File: config.mk
export PLATFORM = sky130hd
export DESIGN_NAME = coherence_bus_ctrl
export DESIGN_NICKNAME = d
export VERILOG_FILES = /design/src/rtl/coherence_bus_ctrl.sv
export SDC_FILE = /design/constraint.sdc
export NUM_CORES = 1
export LEC_CHECK = 0
export CAP_MARGIN = 10
export CORE_AREA = 2 2 197 199
export CTS_CLUSTER_DIAMETER = 50
export CTS_CLUSTER_SIZE = 30
export DETAILED_ROUTE_END_ITERATION = 10
export DIE_AREA = 0 0 199 201
export PLACE_DENSITY = 0.51
export SLEW_MARGIN = 25
export SYNTH_ARGS = -nofsm -noshare
export SYNTH_HDL_FRONTEND = slang
export SYNTH_SLANG_ARGS = --single-unit
File: constraint.sdc
create_clock -name CLK -period 2.5 [get_ports CLK]
set_input_delay 0.5 -clock CLK [delete_from_list [all_inputs] [get_ports CLK]]
set_output_delay 0.5 -clock CLK [all_outputs]
set_load 0.02 [all_outputs]
File: src/rtl/coherence_bus_ctrl.sv
// Two-CPU coherence bus controller: arbitrates dcache/icache traffic onto one RAM port,
// snoops the peer cache on data reads, and forwards dirty lines cache-to-cache.
module coherence_bus_ctrl #(
    parameter int CPUS = 2
) (
    input  logic                      CLK,
    input  logic                      nRST,
    input  logic [CPUS-1:0]           iREN,
    input  logic [CPUS-1:0][31:0]     iaddr,
    output logic [CPUS-1:0]           iwait,
    output logic [CPUS-1:0][31:0]     iload,
    input  logic [CPUS-1:0]           dREN,
    input  logic [CPUS-1:0]           dWEN,
    input  logic [CPUS-1:0][31:0]     daddr,
    input  logic [CPUS-1:0][31:0]     dstore,
    output logic [CPUS-1:0]           dwait,
    output logic [CPUS-1:0][31:0]     dload,
    input  logic [CPUS-1:0]           ccwrite,
    input  logic [CPUS-1:0]           cctrans,
    output logic [CPUS-1:0]           ccwait,
    output logic [CPUS-1:0]           ccinv,
    output logic [CPUS-1:0][31:0]     ccsnoopaddr,
    output logic                      ramREN,
    output logic                      ramWEN,
    output logic [31:0]               ramaddr,
    output logic [31:0]               ramstore,
    input  logic [31:0]               ramload,
    input  logic [1:0]                ramstate
);

    typedef enum logic [2:0] {IDLE, ARB, WB, SNOOP, RAMLD, C2C, INV, IFETCH} state_t;

    state_t r_state;
    logic   r_grant;
    logic   r_lastGrant;
    logic   r_invPhase;

    state_t w_arbNext;
    logic   w_arbGrant;
    logic   w_arbValid;
    logic   w_other;
    logic   w_ramReady;

    assign w_other    = ~r_grant;
    assign w_ramReady = (ramstate == 2'd2);

    // A tie goes to the CPU that was not granted last; a lone requester always wins.
    function automatic logic pickCpu(input logic [1:0] req, input logic last);
        if (req == 2'b11)
            return ~last;
        return req[1];
    endfunction

    always_comb begin
        w_arbValid = 1'b1;
        w_arbNext  = IDLE;
        w_arbGrant = 1'b0;
        if (|dWEN) begin
            w_arbNext  = WB;
            w_arbGrant = pickCpu(dWEN, r_lastGrant);
        end else if (|dREN) begin
            w_arbNext  = SNOOP;
            w_arbGrant = pickCpu(dREN, r_lastGrant);
        end else if (|ccwrite) begin
            w_arbNext  = INV;
            w_arbGrant = pickCpu(ccwrite, r_lastGrant);
        end else if (|iREN) begin
            w_arbNext  = IFETCH;
            w_arbGrant = pickCpu(iREN, r_lastGrant);
        end else begin
            w_arbValid = 1'b0;
        end
    end

    always_ff @(posedge CLK or negedge nRST) begin
        if (!nRST) begin
            r_state     <= IDLE;
            r_grant     <= 1'b0;
            r_lastGrant <= 1'b1;
            r_invPhase  <= 1'b0;
        end else begin
            case (r_state)
                IDLE: begin
                    if (|(dREN | dWEN | ccwrite | iREN))
                        r_state <= ARB;
                end
                ARB: begin
                    r_invPhase <= 1'b0;
                    if (w_arbValid) begin
                        r_state     <= w_arbNext;
                        r_grant     <= w_arbGrant;
                        r_lastGrant <= w_arbGrant;
                    end else begin
                        r_state <= IDLE;
                    end
                end
                WB: begin
                    if (!dWEN[r_grant])
                        r_state <= IDLE;
                end
                SNOOP:
                    r_state <= cctrans[w_other] ? C2C : RAMLD;
                RAMLD, C2C: begin
                    if (!dREN[r_grant])
                        r_state <= IDLE;
                end
                INV: begin
                    if (r_invPhase)
                        r_state <= IDLE;
                    r_invPhase <= 1'b1;
                end
                IFETCH: begin
                    if (w_ramReady)
                        r_state <= IDLE;
                end
                default:
                    r_state <= IDLE;
            endcase
        end
    end

    // Outputs decode the registered state; only the ready handshake follows ramstate directly.
    always_comb begin
        iwait       = '1;
        dwait       = '1;
        iload       = '0;
        dload       = '0;
        ccwait      = '0;
        ccinv       = '0;
        ccsnoopaddr = '0;
        ramREN      = 1'b0;
        ramWEN      = 1'b0;
        ramaddr     = '0;
        ramstore    = '0;
        case (r_state)
            WB: begin
                ramWEN           = 1'b1;
                ramaddr          = daddr[r_grant];
                ramstore         = dstore[r_grant];
                dwait[r_grant]   = ~w_ramReady;
            end
            SNOOP: begin
                ccwait[w_other]      = 1'b1;
                ccsnoopaddr[w_other] = daddr[r_grant];
                ccinv[w_other]       = ccwrite[r_grant];
            end
            RAMLD: begin
                ramREN           = 1'b1;
                ramaddr          = daddr[r_grant];
                dload[r_grant]   = ramload;
                dwait[r_grant]   = ~w_ramReady;
            end
            C2C: begin
                ccwait[w_other]      = 1'b1;
                ccsnoopaddr[w_other] = daddr[r_grant];
                dload[r_grant]       = dstore[w_other];
                ramWEN               = 1'b1;
                ramaddr              = daddr[r_grant];
                ramstore             = dstore[w_other];
                dwait[r_grant]       = ~w_ramReady;
            end
            INV: begin
                if (!r_invPhase) begin
                    ccwait[w_other]      = 1'b1;
                    ccinv[w_other]       = 1'b1;
                    ccsnoopaddr[w_other] = daddr[r_grant];
                end else begin
                    ccinv[r_grant] = 1'b1;
                    dwait[r_grant] = 1'b0;
                end
            end
            IFETCH: begin
                ramREN           = 1'b1;
                ramaddr          = iaddr[r_grant];
                iload[r_grant]   = ramload;
                iwait[r_grant]   = ~w_ramReady;
            end
            default: ;
        endcase
    end

endmodule

Yosys cells after proc, flatten, opt, wreduce, memory -nomap -nowiden
Cells that the tools add are included.
{"block": "word_totals", "input_bits": 238, "output_inout_bits": 266, "ff_bits": 6, "word_cells": 135}
{"block": "classes", "bitwise": 12, "n_lt_le_gt_ge": 4, "muxes": 82, "reduce_logical": 16, "n_eq_ne": 17}
{"operator": "32-bit 2-to-1 mux", "count": 10}
{"operator": "64-bit case mux with 2 select lines", "count": 2}
{"operator": "64-bit AND", "count": 3}
{"operator": "64-bit 2-to-1 mux", "count": 2}
{"operator": "32-bit case mux with 2 select lines", "count": 2}
{"operator": "32-bit demux with 1-bit select", "count": 2}
{"operator": "1-bit 2-to-1 mux", "count": 43}
{"operator": "3-bit 2-to-1 mux", "count": 10}
{"operator": "3-bit case mux with 7 select lines", "count": 1}
{"operator": "2-bit OR reduction", "count": 9}
{"operator": "3-bit == test (second input constant)", "count": 4}
{"operator": "2-bit case mux with 2 select lines", "count": 3}
{"operator": "2-bit == test (second input constant)", "count": 5}
{"operator": "2-bit inequality test (second input constant)", "count": 5}
{"operator": "2-bit 2-to-1 mux", "count": 4}
{"operator": "2-bit OR", "count": 4}
{"operator": "3-bit by 2-bit == test with 1-bit output (second input constant)", "count": 2}
{"operator": "5-bit AND reduction", "count": 1}
{"operator": "1-bit by 2-bit less-than comparator with 1-bit output (second input constant)", "count": 2}
{"operator": "3-bit by 1-bit == test with 1-bit output (second input constant)", "count": 1}
{"operator": "3-bit zero test", "count": 1}
{"operator": "1-bit inverter", "count": 3}
{"operator": "3-bit OR reduction", "count": 1}
{"operator": "2-bit AND", "count": 1}
{"operator": "other kinds (7)", "count": 10}

Depth between registers and ports, before layout
{"block": "depth", "depth_word": 11, "depth_mapped": 8}

Worst setup path after synthesis
Ideal clock, no wire load.
{"block": "synth_path", "kind": "reg2out", "startpoint": "register r_grant", "endpoint": "output ccinv[1]", "arrival_ns": 1.815, "path_stages_with_launch": 9, "slack_ns": 0.185, "n_path_buf": 3, "cell_sequence": "dfrtp_1 buf_6 inv_1 clkbuf_1 clkbuf_1 ha_1 nor2_1 a31oi_1 nor2_1"}
{"block": "synth_via", "elab_chain_cells": 7, "elab_cells_between_ends": 16}
{"item": "from (decl)", "line_no": "34", "source": "logic r_grant;"}
{"item": "from (signal assigned)", "line_no": "91", "source": "r_grant <= w_arbGrant;"}
{"item": "1-bit inverter", "line_no": "44", "source": "assign w_other = ~r_grant;"}
{"item": "1-bit by 2-bit less-than comparator with 1-bit output (not written as such) / 1-bit >= comparator (equally long branches)", "line_no": "145, 165"}
{"item": "1-bit logical AND (not written as such)", "line_no": "145, 165"}
{"item": "1-bit 2-to-1 mux (not written as such)", "line_no": "145, 165"}
{"item": "1-bit demux with 1-bit select", "line_no": "145, 165"}
{"item": "2-bit 2-to-1 mux / 2-bit AND (equally long branches)"}
{"item": "2-bit case mux with 2 select lines *", "line_no": "135", "source": "case (r_state)"}
{"item": "to (decl)", "line_no": "21", "source": "output logic [CPUS-1:0] ccinv,"}
Mark *: on every way between the ends. The rest lies on a longest branch, timed or not. The select of a mux whose other input is x is not followed.

==> out/metrics.yaml <==
run_status:
  run_status: "finished clean"
detailed_routing:
  ant_nets: 0
  route.vias.total: 7364
  wl_mm: 34.9
  drc: 0
  vias_per_cell: 4.49
  drt_pass1_iterations: 5
  first_iter_violations: 325
  avgRoutedWirePerCell_um: 21.3
worst_setup_path:
  start_kind: "register"
  path_class: "register to output pin"
  worstSetupEndpointType: "output pin"
  cp_num_buf_inv: 3
  worst_path_largest_cell_delay_ns: 0.42
  slowest_stage: "dfrtp_1"
  r2r_slack_ns: 0.57
  critPathTopFamily: "buffers and inverters"
  cp.arrival_ns: 1.96
  crit_fanout: 16
  crit_chain: "buf_4, nand2b_1, nor2_4, buf_12, a22o_1, clkdlybuf4s15_2"
  cp.required_ns: 2.00
clock_tree:
  path_clk_slew_ns: 0.04
  cts_buffer_depth: 2
  cts_tree: "yes"
  insertion_delay_ns: 0.23
  root_buffer: "clkbuf_16"
  clock-sinks: 6
  cts-hold-fix-buffers: 0
  htreeDepth: 1
  numCtsBuffers: 3
sta:
  period_share: 0.983
  fin_ws_ns: 0.0416
  worstMarginPinSlew_ns: 0.479
  rsz0062_at_grt: "true"
  period_needed_ns: 2.46
  drv_slew: 0
  finalHoldViolCount: 0
  fin_skew_ns: 0.000825
  setup_viol: 0
  max_slew_margin: 0.678
  max_freq_mhz: 407
floorplanning:
  pin_count: 504
  die_w_um: 199
  dieArea_um2: 40000
  core_um2: 38100
  die_height_um: 201
  rows: 72
  start_util: 0.103
global_routing:
  grt_overflow: 0
  grt.met3_usage: 0.0346
  grt_max_degree: 56
  antenna_found_initial: 1
  grt_busiest_layer: "met2"
  grt_pass1_vias: 7235
  grt.total_usage: 0.154
  grt_util_met2: 0.283
  grt_pass1_wl_mm: 46.9
  grt_use_met1: 0.175
synth:
  synth_area_um2: 3930
  synth_edf_count: 0
  ys_seq_area_frac: 0.0385
  yosys_warnings: 0
  synth_nets: 830
  netlist_instances: 588
  synthArstFlopShare: 1.00
  synth_flop_cell: "dfrtp_1"
  syn_avg_cell_area_um2: 6.68
  yosys_register_bits: 6
  ys_types: 45
power:
  switching_power_w: 0.00511
  irDropWorstVdd_mv: 0.360
  swShare: 0.558
  seqPwrFrac: 0.023
  p_clk_frac: 0.030
  p_leak_nw: 4.83
  p_int_w: 0.00404
  combPwrFrac: 0.946
  power_w: 0.00915
  powerDensity_nw_per_um2: 900
placement:
  hpwl_mm: 26.0
  port_buffers: 503
  dp_slack_ns: -0.647
  gp_congestion: 0.901
layout:
  final_core_util: 0.267
  area_delta_synth_final_pct: 159
  drive_gt1_frac: 0.263
  num-nets-final: 1363
  mostFrequentLayoutCell: "clkdlybuf4s50_1"
  layout_common_cells: "237 x clkdlybuf4s50_1, 96 x clkbuf_2, 83 x dlygate4sd2_1"
worst_hold_path:
  hold_path.class: "input port to asynchronous set/reset pin"
job:
  max_cap_viol_count: 0
==> cell families (layout without fill, tap and decap cells) <==
group | count (synthesis) | in the layout | share of synthesized area
buffers and inverters | 83 | 615 | 0.0908
and+or+nand+nor | 237 | 237 | 0.312
other | 0 | 1 | 0
AOI/OAI and AO/OA | 223 | 223 | 0.455
DFF | 6 | 6 | 0.0385
muxes | 35 | 35 | 0.0908
adders and majority gates | 4 | 4 | 0.0127
==> routing by layer <==
metal	vias to the layer above	share of wire
met1	3535	0.40
li1	3386	-
met4	0	0.028
met2	401	0.50
met5	-	0
met3	42	0.079
==> repair_timing <==
| item | 4_1_cts | 5_1_grt |
|---|---|---|
| endpoints found under the setup margin | 257 | 174 |
| buffers inserted | 1 | 3 |
| resized for setup | 386 | 271 |
| cloned | 3 | 5 |
| pin swaps | 1 | 7 |
==> cells in the mapped netlist (2+ instances only) <==
library cell	number	area [um2]
nor2_1	80	300
and3_1	65	407
a221oi_1	64	561
a22o_1	64	561
clkbuf_1	44	165
nand2_1	37	139
o22ai_1	35	219
a21boi_0	33	248
mux2i_1	33	330
nor3b_1	32	240
buf_2	29	145
nand2b_1	7	43.8
a21oi_1	5	25.0
buf_1	5	18.8
dfrtp_1	5	125
ha_1	4	50.1
nand3_1	4	20.0
nor2b_1	4	25.0
a22oi_1	3	22.5
inv_1	3	11.3
o21ai_0	3	15.0
o32a_1	3	30.0
nor3_1	2	10.0
nor4_1	2	12.5
o31a_1	2	17.5
==> stage by stage <==
stage          hold slack (ns)  TNS [ns]  instances  area (um2)
6_report                 0.528         0       1639       10200
5_1_grt                  0.557    -0.147       1639       10200
4_1_cts                  0.532  -0.00221       1631       10300
3_5_place_dp             0.528     -5.80       1623       10400
3_3_place_gp             0.515     -5.11       1623       10400
2_1_floorplan            0.204         0        588        3930
==> worst reg2reg max path: cells and delay by family, from the launching register on <==
kind	cells	cell delay, ns
and+or+nand+nor	1	0.22
muxes	1	0.31
AOI/OAI and AO/OA	2	0.58
DFF	1	0.51
buffers and inverters	1	0.19
==> worst paths after layout <==
path,startpoint,to,depth (start not counted)
setup / recovery,r_state[1],dload[56],6
hold / removal,nRST,r_state[2],1
max in group asynchronous,nRST,r_lastGrant,1
hold reg to reg,r_lastGrant,r_lastGrant,2
setup reg to reg,r_grant,r_state[0],5
min in group CLK,r_lastGrant,r_lastGrant,2
==> cell type report <==
cell class,count,area [um2]
diodes,1,2.50
clock buffers,4,78.8
fillers,4267,27900
inverters,3,12.5
multi-input cells,499,3650
flip-flops and latches,6,155
well taps,518,648
repair buffers,608,5620
==> power by group through the flow <==
stage               Sequential [W]  Combinational (W)  Clock (W)
CTS                       0.000216            0.00859   0.000281
global route              0.000228            0.00922   0.000285
global placement          0.000212            0.00889          0
finish                    0.000214            0.00866   0.000278
detailed placement        0.000215            0.00889          0
floorplan                 0.000181            0.00421          0
==> registers in the layout, summed over array words and instances (netlist names) <==
name,flops
r_grant,1
r_invPhase,1
r_lastGrant,1
r_state,3
Power figures use the tool's default switching activity.
